`src/rtl/keccak_padder_if.sv`:
```
// Word-stream handshake between a message driver and the SHA3-512 padder.
// Also carries the rate-block hand-off towards the permutation.
interface keccak_padder_if #(
  parameter int RATE_WORDS = 9
);
  logic [63:0]              in;
  logic                     in_ready;
  logic                     is_last;
  logic [2:0]               byte_num;
  logic                     buffer_full;
  logic [RATE_WORDS*64-1:0] out;
  logic                     out_ready;
  logic                     out_last;
  logic                     f_ack;

  modport master (
    output in, in_ready, is_last, byte_num, f_ack,
    input  buffer_full, out, out_ready, out_last
  );

  modport slave (
    input  in, in_ready, is_last, byte_num, f_ack,
    output buffer_full, out, out_ready, out_last
  );
endinterface

```
`src/rtl/keccak_padder.sv`:
```
// Packs 64-bit message words into a 576-bit rate block and applies
// SHA-3 padding (domain byte, then 0x80 in the block's final byte).
module keccak_padder #(
  parameter int         RATE_WORDS  = 9,
  parameter logic [7:0] DOMAIN_BYTE = 8'h06
) (
  input  logic            clk,
  input  logic            reset,
  keccak_padder_if.slave  bus
);
  localparam int BW = RATE_WORDS * 64;
  localparam int CW = $clog2(RATE_WORDS + 1);
  localparam logic [CW-1:0] LAST_C = CW'(RATE_WORDS - 1);
  localparam logic [CW-1:0] FULL_C = CW'(RATE_WORDS);

  typedef enum logic [1:0] {
    ACCEPT,
    PAD,
    FULL
  } state_e;

  state_e          state_q, state_d;
  logic [CW-1:0]   count_q, count_d;
  logic [BW-1:0]   data_q, data_d;
  logic            bf_q, bf_d;
  logic            ordy_q, ordy_d;
  logic            olast_q, olast_d;

  logic [63:0]     keep;
  logic [63:0]     dom;
  logic [63:0]     last_word;
  logic            at_last;

  // keep the first byte_num bytes; domain byte lands right after them
  assign keep = ~(64'hFFFF_FFFF_FFFF_FFFF >> {bus.byte_num, 3'b000});
  assign dom  = {56'd0, DOMAIN_BYTE} << {3'd7 - bus.byte_num, 3'b000};
  assign at_last = (count_q == LAST_C);
  assign last_word = (bus.in & keep) | dom
                   | (at_last ? 64'h80 : 64'h0);

  always_comb begin
    state_d = state_q;
    count_d = count_q;
    data_d  = data_q;
    bf_d    = bf_q;
    ordy_d  = ordy_q;
    olast_d = olast_q;
    unique case (state_q)
      ACCEPT: begin
        if (bus.in_ready && !bf_q) begin
          count_d = count_q + 1'b1;
          bf_d    = 1'b1;
          if (bus.is_last) begin
            data_d = {data_q[BW-65:0], last_word};
            if (at_last) begin
              state_d = FULL;
              ordy_d  = 1'b1;
              olast_d = 1'b1;
            end else begin
              state_d = PAD;
            end
          end else begin
            data_d = {data_q[BW-65:0], bus.in};
            if (count_q == LAST_C) begin
              state_d = FULL;
              ordy_d  = 1'b1;
              olast_d = 1'b0;
            end else begin
              bf_d = 1'b0;
            end
          end
        end
      end
      PAD: begin
        count_d = count_q + 1'b1;
        if (at_last) begin
          data_d  = {data_q[BW-65:0], 64'h80};
          state_d = FULL;
          ordy_d  = 1'b1;
          olast_d = 1'b1;
        end else begin
          data_d = {data_q[BW-65:0], 64'h0};
        end
      end
      FULL: begin
        if (bus.f_ack && ordy_q) begin
          data_d  = '0;
          count_d = '0;
          ordy_d  = 1'b0;
          olast_d = 1'b0;
          bf_d    = 1'b0;
          state_d = ACCEPT;
        end
      end
      default: begin
        state_d = ACCEPT;
        count_d = '0;
        data_d  = '0;
        bf_d    = 1'b0;
        ordy_d  = 1'b0;
        olast_d = 1'b0;
      end
    endcase
  end

  always_ff @(posedge clk) begin
    if (reset) begin
      state_q <= ACCEPT;
      count_q <= '0;
      data_q  <= '0;
      bf_q    <= 1'b0;
      ordy_q  <= 1'b0;
      olast_q <= 1'b0;
    end else begin
      state_q <= state_d;
      count_q <= (count_d > FULL_C) ? FULL_C : count_d;
      data_q  <= data_d;
      bf_q    <= bf_d;
      ordy_q  <= ordy_d;
      olast_q <= olast_d;
    end
  end

  assign bus.out         = data_q;
  assign bus.out_ready   = ordy_q;
  assign bus.out_last    = olast_q;
  assign bus.buffer_full = bf_q;
endmodule

```
`src/flat_wrapper.sv`:
```
// flat-port wrapper written by rule: the top's interface ports become plain ports
module keccak_padder_flat 
#(
  parameter int         RATE_WORDS  = 9,
  parameter logic [7:0] DOMAIN_BYTE = 8'h06
)
  (clk, reset, bus_in, bus_in_ready, bus_is_last, bus_byte_num, bus_f_ack, bus_buffer_full, bus_out, bus_out_ready, bus_out_last);
  keccak_padder_if #(.RATE_WORDS(RATE_WORDS)) bus_i ();
  input  logic clk;
  input  logic reset;
  input wire logic [$bits(bus_i.in)-1:0] bus_in;
  input wire logic [$bits(bus_i.in_ready)-1:0] bus_in_ready;
  input wire logic [$bits(bus_i.is_last)-1:0] bus_is_last;
  input wire logic [$bits(bus_i.byte_num)-1:0] bus_byte_num;
  input wire logic [$bits(bus_i.f_ack)-1:0] bus_f_ack;
  output wire logic [$bits(bus_i.buffer_full)-1:0] bus_buffer_full;
  output wire logic [$bits(bus_i.out)-1:0] bus_out;
  output wire logic [$bits(bus_i.out_ready)-1:0] bus_out_ready;
  output wire logic [$bits(bus_i.out_last)-1:0] bus_out_last;
  assign bus_i.in = bus_in;
  assign bus_i.in_ready = bus_in_ready;
  assign bus_i.is_last = bus_is_last;
  assign bus_i.byte_num = bus_byte_num;
  assign bus_i.f_ack = bus_f_ack;
  assign bus_buffer_full = bus_i.buffer_full;
  assign bus_out = bus_i.out;
  assign bus_out_ready = bus_i.out_ready;
  assign bus_out_last = bus_i.out_last;
  keccak_padder #(.RATE_WORDS(RATE_WORDS), .DOMAIN_BYTE(DOMAIN_BYTE)) u_core (.clk(clk), .reset(reset), .bus(bus_i));
endmodule
```
`config.mk`:
```
export PLATFORM = sky130hd
export DESIGN_NAME = keccak_padder_flat
export DESIGN_NICKNAME = d
export VERILOG_FILES = /design/src/rtl/keccak_padder_if.sv /design/src/rtl/keccak_padder.sv /design/src/flat_wrapper.sv
export SDC_FILE = /design/constraint.sdc
export NUM_CORES = 1
export LEC_CHECK = 0
export ABC_AREA = 1
export BUFFER_PORTS_ARGS = -buffer_cell sky130_fd_sc_hd__buf_2
export CAP_MARGIN = 20
export CORE_AREA = 5 5 252 254
export CTS_CLUSTER_SIZE = 30
export DETAILED_ROUTE_END_ITERATION = 8
export DIE_AREA = 0 0 257 259
export HOLD_SLACK_MARGIN = 0.03
export PLACE_DENSITY = 0.6
export SETUP_SLACK_MARGIN = 0.1
export SLEW_MARGIN = 20
export SYNTH_ARGS = -nofsm -noshare
export SYNTH_HDL_FRONTEND = slang
export SYNTH_SLANG_ARGS = --single-unit
```
`constraint.sdc`:
```
create_clock -name clk -period 2.99 [get_ports clk]
set_input_delay 0.598 -clock clk [delete_from_list [all_inputs] [get_ports clk]]
set_output_delay 0.598 -clock clk [all_outputs]
set_load 0.005 [all_outputs]
```
==> run_results.csv <==
group,metric,value,unit
grt,antenna_found_initial,4,
floorplanning,num_rows,91,
min_path,holdCritPathClass,"in -> reg",
clocking,cts-root-buf,"clkbuf_16",
route,drc_errors,0,
cells_and_area,mostFrequentLayoutCells,"buf_2, dfxtp_1, inv_1",
worst_setup_path,worst_path_max_delay_cell,"buf_4",
sta,fin_crit,2.19,ns
cells_and_area,nets,2768,
place,hpwl,54200,µm
pwr,cellLeakagePower,10.9,nW
worst_setup_path,path_cells,"nor2_1 -> buf_4 -> nand2_1 -> nand2_4 -> buf_4 -> inv_2 -> nand2_1 -> buf_4 -> o22ai_1",
clocking,cts_hold_buf,0,
sta,final_hold_viol_count,0,
synthesis,synth_nets,2190,
clocking,cts_tree,"yes",
worst_setup_path,crit_arrival,2.64,ns
place,io_buffers,650,
clocking,postCtsSetupBuffers,0,
cells_and_area,fin_cells,3532,
sta,max_freq,0.456,GHz
worst_setup_path,cp-start-kind,"flop",
clocking,clkTransAtPathRegs,0.06,ns
sta,period_share,0.733,
route,drtIter0Drc,1540,
sta,setup_viol,0,
cells_and_area,final_common_cell,"buf_2",
worst_setup_path,crit_buf_inv,4,
route,num_vias,18313,
sta,rsz0062_at_grt,"no",
route,dr.pass1.iters,6,
grt,grtUsageTotal,0.210,
place,place_inst,3416,
floorplanning,core,61000,µm²
status,status,"finished clean",
floorplanning,dieArea,66600,µm²
floorplanning,fp.dieW,257,µm
clocking,cts_resized,0,
pwr,p_per_area,681,nW/µm²
worst_setup_path,crit_path_frequent_cell,"buf_4",
grt,grt_overflow,0,
synthesis,yosysWarnings,0,
worst_setup_path,worstPathRequired,3.44,ns
sta,slew_violations,0,
clocking,ctsHtreeMaxLevel,3,
synthesis,syn_area,20700,µm²
route,drt-total-wl,74900,µm
route,wl_per_cell,21.2,µm
synthesis,ys_ff_latch,585,
route,top_layer_used,"met5",
synthesis,ys_seq_area_frac,0.566,
floorplanning,io_pins,651,
pwr,ir_drop,0.000430,V
route,wl_met1,30500,µm
cells_and_area,drive_above_1_share,0.317,
route,vias_per_cell,5.18,
sta,slew_headroom,0.255,
clocking,clock-sinks,585,
grt,first_global_vias,17868,
worst_setup_path,crit_path_end_kind,"flop",
clocking,cts_made_buffers,66,
sta,clock-skew-final,0.0343,ns
cells_and_area,area_growth_syn_to_layout,30.1,%
floorplanning,chipHeight,259,µm
route,wl_met2,34400,µm
worst_setup_path,worstSetupPathType,"reg -> reg",
flow_run,cap_viol_max_count,0,
floorplanning,start_util,0.339,
cells_and_area,fill_cells,5901,
sta,worst_pin_slew,1.12,ns
worst_setup_path,r2r_setup_slack,0.80,ns
clocking,insertion_delay,0.61,ns
synthesis,syn-instance-count,2116,
synthesis,synthDistinctLibCells,29,
sta,tns,0,ns
worst_setup_path,slowest_delay,0.43,ns
grt,grt_max_degree,181,
route,drtAntennaViolNets,0,
clocking,ctsLongestPathBuffers,3,
route,routed-wl-met3,6070,µm
grt,grt_pass1_wl,111000,µm
place,routabilityCongestion,0.881,
worst_setup_path,critical_path.top_delay_family,"buffers and inverters",
synthesis,syn_avg_cell_area,9.78,µm²
worst_setup_path,cp_max_fo,37,
-- flip-flops by register name (all words and copies together) (netlist names) --
name	flops
u_core.bus.out	576
u_core.bus.out_last	1
u_core.count_q	4
u_core.bus.buffer_full	1
u_core.bus.out_ready	1
u_core.state_q	2
-- through the flow --
step / hold slack (ns) / instance area [µm²] / worst slack (ns) / utilization / total power [W]
after global routing: 0.230 / 26900 / 0.661 / 0.441 / 0.0190
final: 0.235 / 26900 / 0.799 / 0.441 / 0.0183
after global placement: 0.458 / 24700 / 0.542 / 0.404 / 0.0101
after CTS: 0.193 / 26900 / 0.839 / 0.441 / 0.0185
after detailed placement: 0.462 / 24700 / 0.571 / 0.404 / 0.0102
after floorplan: 0.457 / 20700 / 1.25 / - / 0.00943
-- cell families (layout without fill, tap and decap cells) --
logic type | after synthesis | after routing | share of synthesized area
buffers and inverters | 716 | 1339 | 0.136
AO/OA/AOI/OAI | 601 | 601 | 0.250
flip-flops | 585 | 585 | 0.566
AND/OR/NAND/NOR | 212 | 212 | 0.0474
adder cells (fa/ha/maj) | 2 | 2 | 0.00121
other | 0 | 3 | 0
-- layout make-up --
class / instances / area [µm²] / share of cell area
well taps: 790 / 988 / 0.0367
diodes: 3 / 7.51 / 0.000279
flip-flops and latches: 585 / 11700 / 0.435
clock buffers: 89 / 1890 / 0.0702
multi-input cells: 815 / 6180 / 0.230
clock inverters: 24 / 352 / 0.0131
repair buffers: 692 / 3780 / 0.140
inverters: 534 / 2010 / 0.0746
-- worst min-delay path: stages --
cell and delay [ns]:
buf_2 0.07, nand3_1 0.06, o21ai_1 0.06
-- synth_stat cells --
cell	instances	area [µm²]
buf_1	8	30.0
o22ai_1	38	238
nor2_1	31	116
a21oi_1	14	70.1
inv_2	3	11.3
clkbuf_1	99	372
o21ai_0	80	400
nand4_1	2	12.5
nand2_1	62	233
nor2_4	1	11.3
nand2_4	2	22.5
dfxtp_1	585	11700
o21bai_1	2	15.0
clkinv_1	1	3.75
o31ai_1	1	7.51
buf_4	5	37.5
o211ai_1	6	45.0
inv_1	530	1990
buf_6	2	22.5
buf_2	68	340
o32ai_1	374	3280
nor3_4	1	16.3
a31oi_1	2	12.5
o21ai_1	23	115
o32ai_2	60	976
ha_1	2	25.0
a32oi_1	1	8.76
nor2_2	2	12.5
nand3_1	111	556
-- final timing paths --
check | from | to | cells after the start
min | bus_in[39] | u_core.bus.out[39] | 3
max reg2reg | u_core.state_q[1] | u_core.bus.out[7] | 9
min reg2reg | u_core.bus.out_ready | u_core.bus.out_ready | 2
max | u_core.state_q[1] | u_core.bus.out[7] | 9
-- per-layer routing --
| layer | up-vias | global-route usage |
|---|---|---|
| met3 | 193 | 0.0604 |
| met1 | 8719 | 0.263 |
| li1 | 8553 | - |
| met2 | 844 | 0.332 |
| met5 | - | 0 |
| met4 | 4 | 0.107 |
-- power by group --
part           switching (W)  internal (W)  total [W]
combinational        0.00142      0.000533    0.00195
sequential          0.000101       0.00796    0.00806
clock                0.00338       0.00493    0.00831
total                0.00491        0.0134     0.0183
No activity file was read; power rests on OpenSTA's default activity.
